===== src/rtl/uart_tx_arb.sv =====
// Round-robin arbiter that gives one requester at a time the beat stream into a UART TX controller.
// Define UART_TX_ARB_TIMEOUT_EN to revoke grants held too long by an owner with no valid beat.
module uart_tx_arb #(
    parameter int DLY        = 1,
    parameter int DATA_WIDTH = 8,
    parameter int NUM_REQ    = 4,
    parameter int TIMEOUT    = 1024
) (
    input  logic                          clk_i,
    input  logic                          rst_n_i,
    input  logic [NUM_REQ*DATA_WIDTH-1:0] req_data_i,
    input  logic [NUM_REQ-1:0]            req_vld_i,
    input  logic [NUM_REQ-1:0]            req_last_i,
    output logic [NUM_REQ-1:0]            req_rdy_o,
    output logic [DATA_WIDTH-1:0]         tx_data_o,
    output logic                          tx_vld_o,
    input  logic                          tx_rdy_i,
    output logic [NUM_REQ-1:0]            grant_o,
    output logic                          busy_o,
    output logic                          timeout_o
);

    localparam int PTR_W = $clog2(NUM_REQ);

    localparam logic [0:0] IDLE  = 1'b0;
    localparam logic [0:0] GRANT = 1'b1;

    // DLY is kept for interface compatibility; registers update with no modelled delay.
    if (NUM_REQ < 2 || NUM_REQ > 8 || TIMEOUT < 2 || TIMEOUT > 65535 || DLY < 0) begin : g_param_chk
        $error("uart_tx_arb: parameter out of range");
    end

    logic [0:0]            state_q, state_d;
    logic [PTR_W-1:0]      owner_q, owner_d;
    logic [PTR_W-1:0]      rr_ptr_q, rr_ptr_d;
    logic [PTR_W-1:0]      cand;
    logic [PTR_W-1:0]      pick_idx;
    logic                  pick_vld;
    logic                  in_grant;
    logic                  own_vld;
    logic                  own_last;
    logic [DATA_WIDTH-1:0] own_data;
    logic                  xfer;
    logic                  to_hit;

    function automatic logic [PTR_W-1:0] nxt(input logic [PTR_W-1:0] i);
        return (i == PTR_W'(NUM_REQ - 1)) ? '0 : i + PTR_W'(1);
    endfunction

    // First valid requester at or after rr_ptr, wrapping around.
    always_comb begin
        pick_vld = 1'b0;
        pick_idx = rr_ptr_q;
        cand     = rr_ptr_q;
        for (int i = 0; i < NUM_REQ; i++) begin
            if (!pick_vld && req_vld_i[cand]) begin
                pick_vld = 1'b1;
                pick_idx = cand;
            end
            cand = nxt(cand);
        end
    end

    always_comb begin
        own_vld  = 1'b0;
        own_last = 1'b0;
        own_data = '0;
        for (int k = 0; k < NUM_REQ; k++) begin
            if (owner_q == PTR_W'(k)) begin
                own_vld  = req_vld_i[k];
                own_last = req_last_i[k];
                own_data = req_data_i[k*DATA_WIDTH +: DATA_WIDTH];
            end
        end
    end

    assign in_grant  = (state_q == GRANT);
    assign busy_o    = in_grant;
    assign tx_vld_o  = in_grant & own_vld;
    assign tx_data_o = in_grant ? own_data : '0;
    assign xfer      = tx_vld_o & tx_rdy_i;

    always_comb begin
        req_rdy_o = '0;
        grant_o   = '0;
        if (in_grant) begin
            req_rdy_o[owner_q] = tx_rdy_i;
            grant_o[owner_q]   = 1'b1;
        end
    end

`ifdef UART_TX_ARB_TIMEOUT_EN
    logic [15:0] to_cnt_q, to_cnt_d;
    logic        timeout_q, timeout_d;

    // Counts consecutive owner cycles with no valid beat; any valid beat restarts it.
    always_comb begin
        to_cnt_d = '0;
        to_hit   = 1'b0;
        if (in_grant && !own_vld) begin
            if (to_cnt_q == 16'(TIMEOUT - 1)) begin
                to_hit = 1'b1;
            end else begin
                to_cnt_d = to_cnt_q + 16'd1;
            end
        end
        timeout_d = to_hit;
    end

    always_ff @(posedge clk_i or negedge rst_n_i) begin
        if (!rst_n_i) begin
            to_cnt_q  <= '0;
            timeout_q <= 1'b0;
        end else begin
            to_cnt_q  <= to_cnt_d;
            timeout_q <= timeout_d;
        end
    end

    assign timeout_o = timeout_q;
`else
    assign to_hit    = 1'b0;
    assign timeout_o = 1'b0;
`endif

    always_comb begin
        state_d  = state_q;
        owner_d  = owner_q;
        rr_ptr_d = rr_ptr_q;
        case (state_q)
            IDLE: begin
                if (pick_vld) begin
                    state_d = GRANT;
                    owner_d = pick_idx;
                end
            end
            GRANT: begin
                if ((xfer && own_last) || to_hit) begin
                    state_d  = IDLE;
                    rr_ptr_d = nxt(owner_q);
                end
            end
            default: state_d = IDLE;
        endcase
    end

    always_ff @(posedge clk_i or negedge rst_n_i) begin
        if (!rst_n_i) begin
            state_q  <= IDLE;
            owner_q  <= '0;
            rr_ptr_q <= '0;
        end else begin
            state_q  <= state_d;
            owner_q  <= owner_d;
            rr_ptr_q <= rr_ptr_d;
        end
    end

endmodule

===== config.mk =====
export PLATFORM = sky130hd
export DESIGN_NAME = uart_tx_arb
export DESIGN_NICKNAME = d
export VERILOG_FILES = /design/src/rtl/uart_tx_arb.sv
export SDC_FILE = /design/constraint.sdc
export NUM_CORES = 1
export LEC_CHECK = 0
export ABC_AREA = 1
export ABC_CLOCK_PERIOD_IN_PS = 1600
export CAP_MARGIN = 15
export CELL_PAD_IN_SITES_DETAIL_PLACEMENT = 0
export CELL_PAD_IN_SITES_GLOBAL_PLACEMENT = 2
export CORE_AREA = 10 10 92 94
export DETAILED_ROUTE_END_ITERATION = 6
export DIE_AREA = 0 0 102 104
export PLACE_DENSITY_LB_ADDON = 0.12
export RECOVER_POWER = 100
export SYNTH_ARGS = -nofsm -noshare
export SYNTH_HDL_FRONTEND = slang
export SYNTH_SLANG_ARGS = --single-unit

===== constraint.sdc =====
create_clock -name clk_i -period 1.6 [get_ports clk_i]
set_clock_uncertainty 0.15 [all_clocks]
set_input_delay 0.32 -clock clk_i [delete_from_list [all_inputs] [get_ports clk_i]]
set_output_delay 0.32 -clock clk_i [all_outputs]
set_load 0.1 [all_outputs]

== Word-level counts from Yosys, hierarchy flattened ==
Cells that the tools add are included.

* Bits in registers: 5
* Input bits: 43
* Output and inout port bits: 19
* Word-level logic and storage cells: 73

* $add $sub $neg: 4
* $lt $le $gt $ge: 6
* Equal/unequal tests: 6
* Multiplexer cells: 39
* Bitwise gates (word level): 4
* Reductions and logical operators: 11

{| class="wikitable"
|+ Operators with widths
! cell !! count
|-
| 8-bit two-way mux || 5
|-
| 1-bit two-way mux || 19
|-
| 2-bit by 3-bit less-than comparator with 1-bit output, second input constant || 5
|-
| 2-bit two-way mux || 7
|-
| 2-bit == test, second input constant || 5
|-
| 2-bit by 1-bit adder with 2-bit output, second input constant || 4
|-
| 1-bit binary-select mux with 2-bit select || 4
|-
| 4-bit two-way mux || 2
|-
| 1-bit logical AND || 5
|-
| 4-bit bitwise AND || 1
|-
| 2-bit AND reduction || 2
|-
| 1-bit logical NOT || 3
|-
| 1-bit bitwise AND || 2
|-
| 1-bit demux with 2-bit select || 1
|-
| 2-bit by 1-bit == test with 1-bit output, second input constant || 1
|-
| 2-bit by 1-bit >= comparator with 1-bit output, second input constant || 1
|-
| 2-bit logical NOT || 1
|-
| 1-bit one-hot mux with 2 select lines || 1
|-
| 1-bit NOT || 1
|}

== Logic depth before layout (Yosys ltp) ==
* Depth after elaboration: 14
* Mapped depth: 14
* Gate-level depth less buffers: 13

== Worst setup path before layout ==
OpenSTA, ideal clock, no wires.

* Kind: register to output
* From: register state_q, in the netlist busy_o
* To: output port tx_data_o[2]
* Arrival time: 3,492 ps
* Required time: 1,130 ps
* Slack: -2,362 ps
* Stages on the path, launching flop included: 3
* Path buffers: 0
* Path through: dfrtp_1 -> inv_1 -> o31ai_1

* Cells in the longest elaborated chain, start to end: 1

{| class="wikitable"
|+ Ends and longest elaborated chain
! what !! line !! source
|-
| start: declaration || 33 || <nowiki>logic [0:0] state_q, state_d;</nowiki>
|-
| start signal: assignment || 153 || <nowiki>state_q <= state_d;</nowiki>
|-
| 8-bit two-way mux || 80 || <nowiki>assign tx_data_o = in_grant ? own_data : '0;</nowiki>
|-
| end: declaration || 15 || <nowiki>output logic [DATA_WIDTH-1:0] tx_data_o,</nowiki>
|}

No other way between the ends.

== Worst setup path in the final report ==
* From: register owner_q[0]
* To: output port tx_data_o[2]

* Cells in the longest elaborated chain, start to end: 6
* Elaborated cells on any way between the ends: 9
* Those cells by class: eq/ne: 3; mux: 5; reduce/logical: 1

{| class="wikitable"
|+ Ends and longest elaborated chain
! what !! line !! source
|-
| start: declaration || 34 || <nowiki>logic [PTR_W-1:0] owner_q, owner_d;</nowiki>
|-
| start signal: assignment || 154 || <nowiki>owner_q <= owner_d;</nowiki>
|-
| 2-bit logical NOT || 69 || <nowiki>if (owner_q == PTR_W'(k)) begin</nowiki>
|-
| 8-bit two-way mux (3 in series) || 69 ||
|-
| 8-bit two-way mux (*) || 69 ||
|-
| 8-bit two-way mux (*) || 80 ||
|}

Mark *: on every way between the ends. The rest lies on a longest branch, timed or not.

==> flow_summary.toml <==
[critical_path]
cpPeakStageDelay_ns = 0.44
crit_chain = "inv_4, ha_4, inv_2, nor2_4, nand2_1, nand2_1, o21ai_2, o31ai_4, buf_12"
worstSetupStartpointType = "flop"
cp_slowest_cell = "dfrtp_2"
crit_top_cell = "nand2_1"
worst_setup_path_end_kind = "primary output"
crit_start = "owner_q[0]"
worstSetupPathType = "flop to primary output"
path_max_fanout = 4
cp.required_ns = 1.13
rr_startpoint = "owner_q[0]"
worst-endpoint-arrival_ns = 1.78

[place]
place_hpwl_um = 4045
gp_congestion = 0.7170
port_buffers = 60
place_inst = 336

[timing]
final.min_clock_period_ns = 2.248
drv_slew = 0
setup_slack_ns = -0.6477
holdWs_ns = 0.2467
fin_crit_sh_pct = 140.5
fmax_ghz = 0.4449
finalHoldViolations = 0
rsz0062_at_grt = "yes"
setup_violations = 22

[synth]
async_flop_share_pct = 100.0
synth-seq-area-share_pct = 11.96
synth_compound_area_share_pct = 22.85
ys_types = 26
synthTopCellsByArea = "nand2_1, dfrtp_1, o21ai_0"
synthAdderAreaFrac_pct = 5.981
ys_top_cells_by_count = "nand2_1, inv_1, o21ai_0"
yosysTopAreaCell = "nand2_1"
ys.flop_type = "dfrtp_1"
synth-edff-count = 0
yosysMostFrequentCell = "nand2_1"
synth_area_mm2 = 0.001046
synth_mux_area_share_pct = 0
avgSynthCellArea_um2 = 6.117
yosysTopAreaCellShare_pct = 16.51
yosys_warnings = 0
ys_ff_latch = 5
netlist_instances = 171
synthXorXnorAreaFrac_pct = 0
synth_top_family_by_area = "simple AND/OR/NAND/NOR gates"
syn_nets = 219
synth-simple-area-share_pct = 44.74

[clock_network]
cts_htree_levels = 1
clkLatencyLatePin_ns = 0.22
clk_pin_slew_worst_paths_ns = 0.03
cts_buffers = 3
cts_hold_buf = 0
clock-root-buffer = "clkbuf_8"
cts_tree = "done"
clock-sinks = 5
ctsLongestPathBuffers = 2

[global_routing]
grt_usage_pct = 8.880
grt_max_degree = 17
grt_pass1_vias = 1512
grt_pass1_wl_um = 7935
antenna_found_initial = 0
grt_remaining_overflow = 0

[die]
die_h_um = 104
die_area_mm2 = 0.01061
rows = 30
initial_utilization_pct = 15.66
core_area_mm2 = 0.006681
die_w_um = 102
ios = 62

[cells_and_area]
antennaDiodeCount = 0
drive_above_1_share_pct = 59.19
area.growth.synth_to_final_pct = 160.2
nets = 321
final_cell_count_no_fill = 352

[route]
viasPerCell = 4.082
firstDrtPassIters = 3
post_drt_wl_per_cell_um = 13.85
totalWireLength_um = 4876
final_antenna_net_count = 0
drt-initial-drc-count = 26
vias = 1437
drc_errors = 0

[outcome]
status = "complete, but fails checks"
violations = "negative setup slack"

[hold_path]
hold_class = "primary input to asynchronous set/reset pin"

[flow_run]
drv_cap = 0
==> final timing paths <==
path                           endpoint  slack, ns  cells after the start
setup / recovery           tx_data_o[2]      -0.65                      9
hold / removal                   busy_o       0.25                      1
setup reg to reg            rr_ptr_q[0]      -0.37                     13
hold reg to reg              owner_q[0]       0.51                      3
max in group asynchronous        busy_o       0.84                      1
min in group clk_i           owner_q[0]       0.51                      3
==> critical path: cells and delay by family, from the launching register on <==
kind	cells	cell delay [ns]
buffers and inverters	3	0.35
adders and majority gates	1	0.14
AOI/OAI and AO/OA	2	0.33
and+or+nand+nor	3	0.31
DFF	1	0.44
==> per-layer routing <==
metal  GRT usage (%)  part of all wire, %
met2           14.66                   47
met5               0                    0
met3           1.927                  6.6
met1           11.62                   46
met4           1.210                 0.21
==> kinds of logic after synthesis <==
logic type,count (synthesis)
buf+inv,31
compound gates,41
flops,5
other cells,1
simple gates,88
fa+ha+maj,5
==> registers in the layout, summed over array words and instances, names as in the netlist <==
| register | cells |
|---|---|
| owner_q | 2 |
| rr_ptr_q | 2 |
| busy_o | 1 |
==> what timing repair did <==
| item | CTS | global route |
|---|---|---|
| pin swaps | 14 | 27 |
| setup buffers | 11 | 5 |
| gates resized for setup | 45 | 34 |
| setup endpoints to repair | 22 | 22 |
==> cell usage in the layout, fill, tap and decap left out, types with 4 or more instances in the layout <==
cell | Yosys | final
clkdlybuf4s50_1 | 0 | 37
nand2_1 | 46 | 32
buf_4 | 1 | 30
buf_12 | 0 | 20
nand2_2 | 10 | 16
nand2_4 | 7 | 15
inv_1 | 20 | 9
buf_6 | 2 | 9
o21ai_2 | 1 | 8
inv_2 | 3 | 7
o21ai_1 | 3 | 7
a21oi_4 | 0 | 7
a22oi_2 | 0 | 7
nand3_1 | 10 | 7
nor2_4 | 2 | 6
nand3_2 | 5 | 6
ha_4 | 0 | 5
o21ai_0 | 16 | 4
clkinvlp_4 | 0 | 4
dlygate4sd2_1 | 0 | 4
==> area by class of cell <==
type                            instances  area (µm²)
Inverter                               25       131.4
Clock buffer                            4       45.04
Sequential cell                         5       130.1
Timing Repair Buffer                  103        1162
Tap cell                               80       100.1
Multi-Input combinational cell        135        1152
Fill cell                             686        3960
==> stage by stage <==
stage | setup WS [ns] | utilization [%] | cell area [µm²] | TNS [ns]
floorplan | -0.7599 | - | 1280 | -8.424
global placement | -0.4753 | 34.96 | 2336 | -7.755
detailed placement | -0.5446 | 34.96 | 2336 | -8.375
CTS | -0.6231 | 38.71 | 2586 | -9.824
global route | -0.7557 | 40.73 | 2721 | -11.69
finish | -0.6477 | 40.73 | 2721 | -9.785
Power is left out: the tool's default activity adds up to more than one toggle a clock period on the data nets, which glitch-free logic cannot reach.
